==> src/rtl/uart_pkg.sv <==
// -----------------------------------------------------------------------------
// uart_pkg
// Shared UART definitions used by the RX sampler, the RX deframer and the
// holding register.
//   uart_state_e       : deframer FSM states
//   DATA_BITS_DEFAULT  : default number of data bits per frame
//   PARITY_EVEN/ODD    : parity-mode selector values
// -----------------------------------------------------------------------------
package uart_pkg;

  typedef enum logic [2:0] {
    ST_IDLE   = 3'd0,
    ST_DATA   = 3'd1,
    ST_PARITY = 3'd2,
    ST_STOP   = 3'd3,
    ST_BREAK  = 3'd4
  } uart_state_e;

  localparam int unsigned DATA_BITS_DEFAULT = 8;

  localparam int unsigned PARITY_EVEN = 0;
  localparam int unsigned PARITY_ODD  = 1;

endpackage : uart_pkg

==> src/rtl/uart_rx_outreg.sv <==
// -----------------------------------------------------------------------------
// uart_rx_outreg
// One-entry valid/ready holding register with overrun detection.
//   clk, rst_n  : clock, asynchronous active-low reset
//   load_valid  : a completed word is offered this cycle
//   load_data   : the offered word
//   data_out    : held word, stable while data_valid and no transfer
//   data_valid  : register is full
//   data_ready  : consumer accepts (transfer on data_valid && data_ready)
//   overrun     : one-cycle pulse, offered word dropped because register full
// A word offered in the same cycle as a transfer replaces the outgoing one.
// -----------------------------------------------------------------------------
module uart_rx_outreg #(
  parameter int unsigned WIDTH = 8
) (
  input  logic             clk,
  input  logic             rst_n,
  input  logic             load_valid,
  input  logic [WIDTH-1:0] load_data,
  output logic [WIDTH-1:0] data_out,
  output logic             data_valid,
  input  logic             data_ready,
  output logic             overrun
);

  logic [WIDTH-1:0] data_q, data_d;
  logic             valid_q, valid_d;
  logic             overrun_q, overrun_d;
  logic             transfer;

  always_ff @(posedge clk or negedge rst_n) begin
    if (!rst_n) begin
      data_q    <= '0;
      valid_q   <= 1'b0;
      overrun_q <= 1'b0;
    end else begin
      data_q    <= data_d;
      valid_q   <= valid_d;
      overrun_q <= overrun_d;
    end
  end

  always_comb begin
    transfer  = valid_q && data_ready;
    data_d    = data_q;
    valid_d   = valid_q;
    overrun_d = 1'b0;
    if (load_valid) begin
      if (!valid_q || transfer) begin
        data_d  = load_data;
        valid_d = 1'b1;
      end else begin
        overrun_d = 1'b1;
      end
    end else if (transfer) begin
      valid_d = 1'b0;
    end
  end

  assign data_out   = data_q;
  assign data_valid = valid_q;
  assign overrun    = overrun_q;

endmodule : uart_rx_outreg

==> src/rtl/uart_rx_deframer.sv <==
// -----------------------------------------------------------------------------
// uart_rx_deframer
// Rebuilds bytes from the per-bit sample stream of the UART RX sampler.
// Frame: start(0), DATA_BITS data bits LSB first, [parity], stop(1).
// Optional feature macro: UART_PARITY_EN (adds PARITY state + parity_error).
//   sampling_clock : clock, same domain as the sampler
//   reset_n        : asynchronous active-low reset
//   sampled_rx     : sampled bit, valid when bit_strobe = 1
//   bit_strobe     : one-cycle pulse per sampled bit
//   data_out       : received byte, stable while data_valid
//   data_valid     : byte available
//   data_ready     : consumer accepts
//   framing_error  : one-cycle pulse, stop bit sampled as 0
//   overrun_error  : one-cycle pulse, byte dropped because output was full
//   busy           : FSM not in IDLE
//   parity_error   : (UART_PARITY_EN only) one-cycle pulse with the delivery
// -----------------------------------------------------------------------------
module uart_rx_deframer #(
  parameter int unsigned DATA_BITS  = uart_pkg::DATA_BITS_DEFAULT,
  parameter int unsigned PARITY_ODD = uart_pkg::PARITY_EVEN
) (
  input  logic                 sampling_clock,
  input  logic                 reset_n,
  input  logic                 sampled_rx,
  input  logic                 bit_strobe,
  output logic [DATA_BITS-1:0] data_out,
  output logic                 data_valid,
  input  logic                 data_ready,
  output logic                 framing_error,
  output logic                 overrun_error,
  output logic                 busy
`ifdef UART_PARITY_EN
  ,
  output logic                 parity_error
`endif
);

  import uart_pkg::*;

  localparam int unsigned    IDX_W    = $clog2(DATA_BITS) + 1;
  localparam logic [IDX_W-1:0] LAST_IDX = IDX_W'(DATA_BITS - 1);

  // Elaboration-time guard on the configuration range.
  if (DATA_BITS < 5 || DATA_BITS > 8 || PARITY_ODD > 1) begin : g_bad_cfg
    $error("uart_rx_deframer: unsupported DATA_BITS/PARITY_ODD");
  end

  uart_state_e          state_q, state_d;
  logic [IDX_W-1:0]     bit_idx_q, bit_idx_d;
  logic [DATA_BITS-1:0] shift_q, shift_d;
  logic                 framing_q, framing_d;
  logic                 frame_done;

`ifdef UART_PARITY_EN
  localparam logic PAR_ODD = (PARITY_ODD != 0);
  logic parity_bit_q, parity_bit_d;
  logic parity_err_q, parity_err_d;
`endif

  // State register
  always_ff @(posedge sampling_clock or negedge reset_n) begin
    if (!reset_n) begin
      state_q      <= ST_IDLE;
      bit_idx_q    <= '0;
      shift_q      <= '0;
      framing_q    <= 1'b0;
`ifdef UART_PARITY_EN
      parity_bit_q <= 1'b0;
      parity_err_q <= 1'b0;
`endif
    end else begin
      state_q      <= state_d;
      bit_idx_q    <= bit_idx_d;
      shift_q      <= shift_d;
      framing_q    <= framing_d;
`ifdef UART_PARITY_EN
      parity_bit_q <= parity_bit_d;
      parity_err_q <= parity_err_d;
`endif
    end
  end

  // Next-state logic: only strobe cycles advance the frame
  always_comb begin
    state_d   = state_q;
    bit_idx_d = bit_idx_q;
    shift_d   = shift_q;
`ifdef UART_PARITY_EN
    parity_bit_d = parity_bit_q;
`endif
    if (bit_strobe) begin
      case (state_q)
        ST_IDLE: begin
          if (!sampled_rx) begin
            bit_idx_d = '0;
            state_d   = ST_DATA;
          end
        end
        ST_DATA: begin
          // Shift in at the top so the first data bit ends up in bit 0
          shift_d   = {sampled_rx, shift_q[DATA_BITS-1:1]};
          bit_idx_d = bit_idx_q + 1'b1;
          if (bit_idx_q == LAST_IDX) begin
`ifdef UART_PARITY_EN
            state_d = ST_PARITY;
`else
            state_d = ST_STOP;
`endif
          end
        end
`ifdef UART_PARITY_EN
        ST_PARITY: begin
          parity_bit_d = sampled_rx;
          state_d      = ST_STOP;
        end
`endif
        ST_STOP:  state_d = sampled_rx ? ST_IDLE : ST_BREAK;
        // Hold off until the line returns high so a held-low line is not
        // taken as a stream of start bits.
        ST_BREAK: if (sampled_rx) state_d = ST_IDLE;
        default:  state_d = ST_IDLE;
      endcase
    end
  end

  // Output logic
  always_comb begin
    busy       = (state_q != ST_IDLE);
    frame_done = bit_strobe && (state_q == ST_STOP) && sampled_rx;
    framing_d  = bit_strobe && (state_q == ST_STOP) && !sampled_rx;
`ifdef UART_PARITY_EN
    parity_err_d = frame_done && (parity_bit_q != ((^shift_q) ^ PAR_ODD));
`endif
  end

  uart_rx_outreg #(
    .WIDTH (DATA_BITS)
  ) u_outreg (
    .clk        (sampling_clock),
    .rst_n      (reset_n),
    .load_valid (frame_done),
    .load_data  (shift_q),
    .data_out   (data_out),
    .data_valid (data_valid),
    .data_ready (data_ready),
    .overrun    (overrun_error)
  );

  assign framing_error = framing_q;
`ifdef UART_PARITY_EN
  assign parity_error  = parity_err_q;
`endif

endmodule : uart_rx_deframer
==> config.mk <==
export PLATFORM = sky130hd
export DESIGN_NAME = uart_rx_deframer
export DESIGN_NICKNAME = d
export VERILOG_FILES = /design/src/rtl/uart_pkg.sv /design/src/rtl/uart_rx_outreg.sv /design/src/rtl/uart_rx_deframer.sv
export SDC_FILE = /design/constraint.sdc
export NUM_CORES = 1
export LEC_CHECK = 0
export ABC_AREA = 1
export CAP_MARGIN = 20
export CORE_ASPECT_RATIO = 0.9
export CORE_MARGIN = 8
export CORE_UTILIZATION = 25
export DETAILED_ROUTE_END_ITERATION = 16
export GPL_ROUTABILITY_DRIVEN = 0
export PLACE_DENSITY = 0.4
export SLEW_MARGIN = 40
export SYNTH_ARGS = -nofsm -noshare
export SYNTH_HDL_FRONTEND = slang
export SYNTH_SLANG_ARGS = --single-unit
==> constraint.sdc <==
create_clock -name sampling_clock -period 1.6 [get_ports sampling_clock]
set_input_delay 0.32 -clock sampling_clock [delete_from_list [all_inputs] [get_ports sampling_clock]]
set_output_delay 0.32 -clock sampling_clock [all_outputs]
set_load 0.005 [all_outputs]
==> flow_summary.toml, run 1 <==
[routing]
drt-pass1-iter-count = 4
vias = 942
drtIter0Drc = 56
wl_mm = 2.47
postRouteAntennaNets = 0
drcViolationCount = 0
post_drt_wl_per_cell_um = 11.0
avgViaCountPerCell = 4.21

[clock_tree]
insertion_delay_ps = 270
clkTransAtPathRegs_ps = 90
cts_made_buffers = 3
tritoncts = "yes"
htree_levels = 1
clock-root-buffer = "clkbuf_8"
cts_hold_buf = 0
cts_sinks = 26
cts.path.max_buffers = 2

[die]
rows = 23
initial_core_util_pct = 25.8
die_x_um = 87.3
die_area_um2 = 7000
core_area_um2 = 4430
ios = 17
die_h_um = 80.2

[critical_path]
reg2reg_setup_slack_ps = 220
crit_arrival_ps = 1150
critPathKind = "register to output pin"
crit_path_end_kind = "output pin"
path_cells = "clkdlybuf4s50_1"
slowest_stage = "clkdlybuf4s50_1"
timing.rr.start = "state_q[1]$_DFFE_PN0P_"
crit_start = "u_outreg.data_out[4]$_DFFE_PN0P_"
required_ps = 1280
cp-start-kind = "register"
ff2ff_path_depth = 7
crit_family = "buffers and inverters"
slowest_delay_ps = 510
r2r-end = "u_outreg.data_out[2]$_DFFE_PN0P_"
critPathMaxFanout = 2
path_buf_inv = 1

[synth]
syn-mean-instance-area_um2 = 8.60
ys_seq_area_share_pct = 56.9
ys_types = 17
synth_area_leaders = "dfrtp_1 57%, nand2_1 21%, nand4_1 5.5%"
ys_seq_elements = 26
synth_top_area_cell = "dfrtp_1"
yosys_warnings = 0
netlist.area_leader.share_pct = 56.9
syn_nets = 139
syn-cell-area_um2 = 1140
syn_inst = 133

[timing]
setup-violations-final = 0
grt_setup_unrepaired = "false"
slew_violations = 0
final_hold_viol_count = 0
fin_crit_ps = 1470
max_slew_margin_pct = 77.2
fin_crit_sh_pct = 91.7
whs_ps = 414
worst_slew_pin_slew_ps = 341
fmax_mhz = 682
fin_worst_skew_ps = 5.95

[placed_design]
dp_hpwl_mm = 1.84
portBuffers = 16
place_inst = 216

[cells_and_area]
syn_to_final_growth_pct = 33.3
antenna_cells = 0
fill_cells = 474
nets = 169
drive_above_1_share_pct = 17.3
layout.cells.non_filler = 224

[power_and_ir_drop]
leakage_nw = 0.785
p_per_area_nw_per_um2 = 1710
ir_drop_mv = 0.602

[global_routing]
grt_pass1_vias = 901
grt_pass1_wl_mm = 4.28
overflow = 0
antenna_found_initial = 0
grt_use_total_pct = 7.72
grt_max_degree = 27

[flow_run]
max_cap_viol_count = 0

[hold_path]
hold_class = "input port to asynchronous set/reset pin"

[run_status]
run_status = "completed"
[where the power goes]
part	switching (mW)	internal (mW)	total (mW)
combinational	0.523	0.479	1.00
clock	0.205	0.334	0.539
sequential	0.175	0.896	1.07
total	0.903	1.71	2.61
[sequential cells by signal (all words and copies together) (netlist names)]
register / flops
shift_q: 8
u_outreg.data_out: 8
bit_idx_q: 4
state_q: 3
framing_error: 1
u_outreg.data_valid: 1
u_outreg.overrun: 1
[synthesized netlist by cell type (all sizes together)]
master,count
inv,10
xnor2,1
nor2,5
nor3,2
a21oi,2
dfrtp,26
nand4,10
ha,1
o21ai,4
clkbuf,1
nand2,64
nand3,5
buf,2
[metrics by stage]
| step | TNS (ps) | power [mW] | worst slack, ps | area, um2 | utilization (%) |
|---|---|---|---|---|---|
| global route | 0 | 2.84 | 61.0 | 1520 | 34.4 |
| finish | 0 | 2.61 | 133 | 1520 | 34.4 |
| global placement | -10.7 | 2.03 | -10.7 | 1420 | 32.1 |
| CTS | 0 | 2.65 | 115 | 1520 | 34.4 |
| detailed placement | -406 | 2.04 | -36.1 | 1420 | 32.1 |
| floorplan | 0 | 1.64 | 368 | 1140 | - |
[timing repair]
item	in CTS	in global routing
buffers inserted	4	0
resized for setup	2	0
setup endpoints to repair	1	0
[cells by family after synthesis]
logic type               share of synthesized area [%]
XOR/XNOR                                         0.766
flip-flops                                        56.9
adder cells (fa/ha/maj)                           1.09
AND/OR/NAND/NOR                                   32.6
buffers and inverters                             5.03
AO/OA/AOI/OAI                                     3.61
[layer usage]
metal	vias to the layer above	GRT usage [%]	wire [um]
met5	-	0	0
met4	0	1.54	17
met2	16	12.2	1110
met3	2	2.65	126
met1	435	9.96	1210
li1	489	-	-
[cells in the final DEF, fill, tap and decap left out, types with 2 or more instances in the layout]
master	instances
nand2_1	64
dfrtp_1	26
clkdlybuf4s50_1	15
buf_4	12
nand4_1	10
inv_2	6
nand3_1	5
inv_1	4
nor2_1	4
o21ai_2	3
clkbuf_8	3
a21oi_1	2
[how the worst max path moves through the flow]
stage,slack (ps),cells past startpoint,to
floorplan,370,7,shift_q[6]$_DFFE_PN0P_
global placement,-10,6,shift_q[7]$_DFFE_PN0P_
detailed placement,-40,6,shift_q[7]$_DFFE_PN0P_
CTS,110,1,data_out[4]
global route,60,7,u_outreg.data_out[3]$_DFFE_PN0P_
finish,130,1,data_out[4]
[area by class of cell]
class	count	area [um2]	area share [%]
clock buffer	3	41.3	2.71
clock inverter	1	30.0	1.97
inverter	10	37.5	2.46
multi-input combinational	94	438	28.7
sequential	26	651	42.7
tap	62	77.6	5.09
timing repair buffer	28	249	16.3
Note: power is estimated with default switching activity, not from simulation.
==> inputs of run 2 (changes only) <==
CTS_CLUSTER_DIAMETER = 40   (was unset)
==> results of run 2 <==
No change in the layout: final DEF, timing and power equal those of run 1.
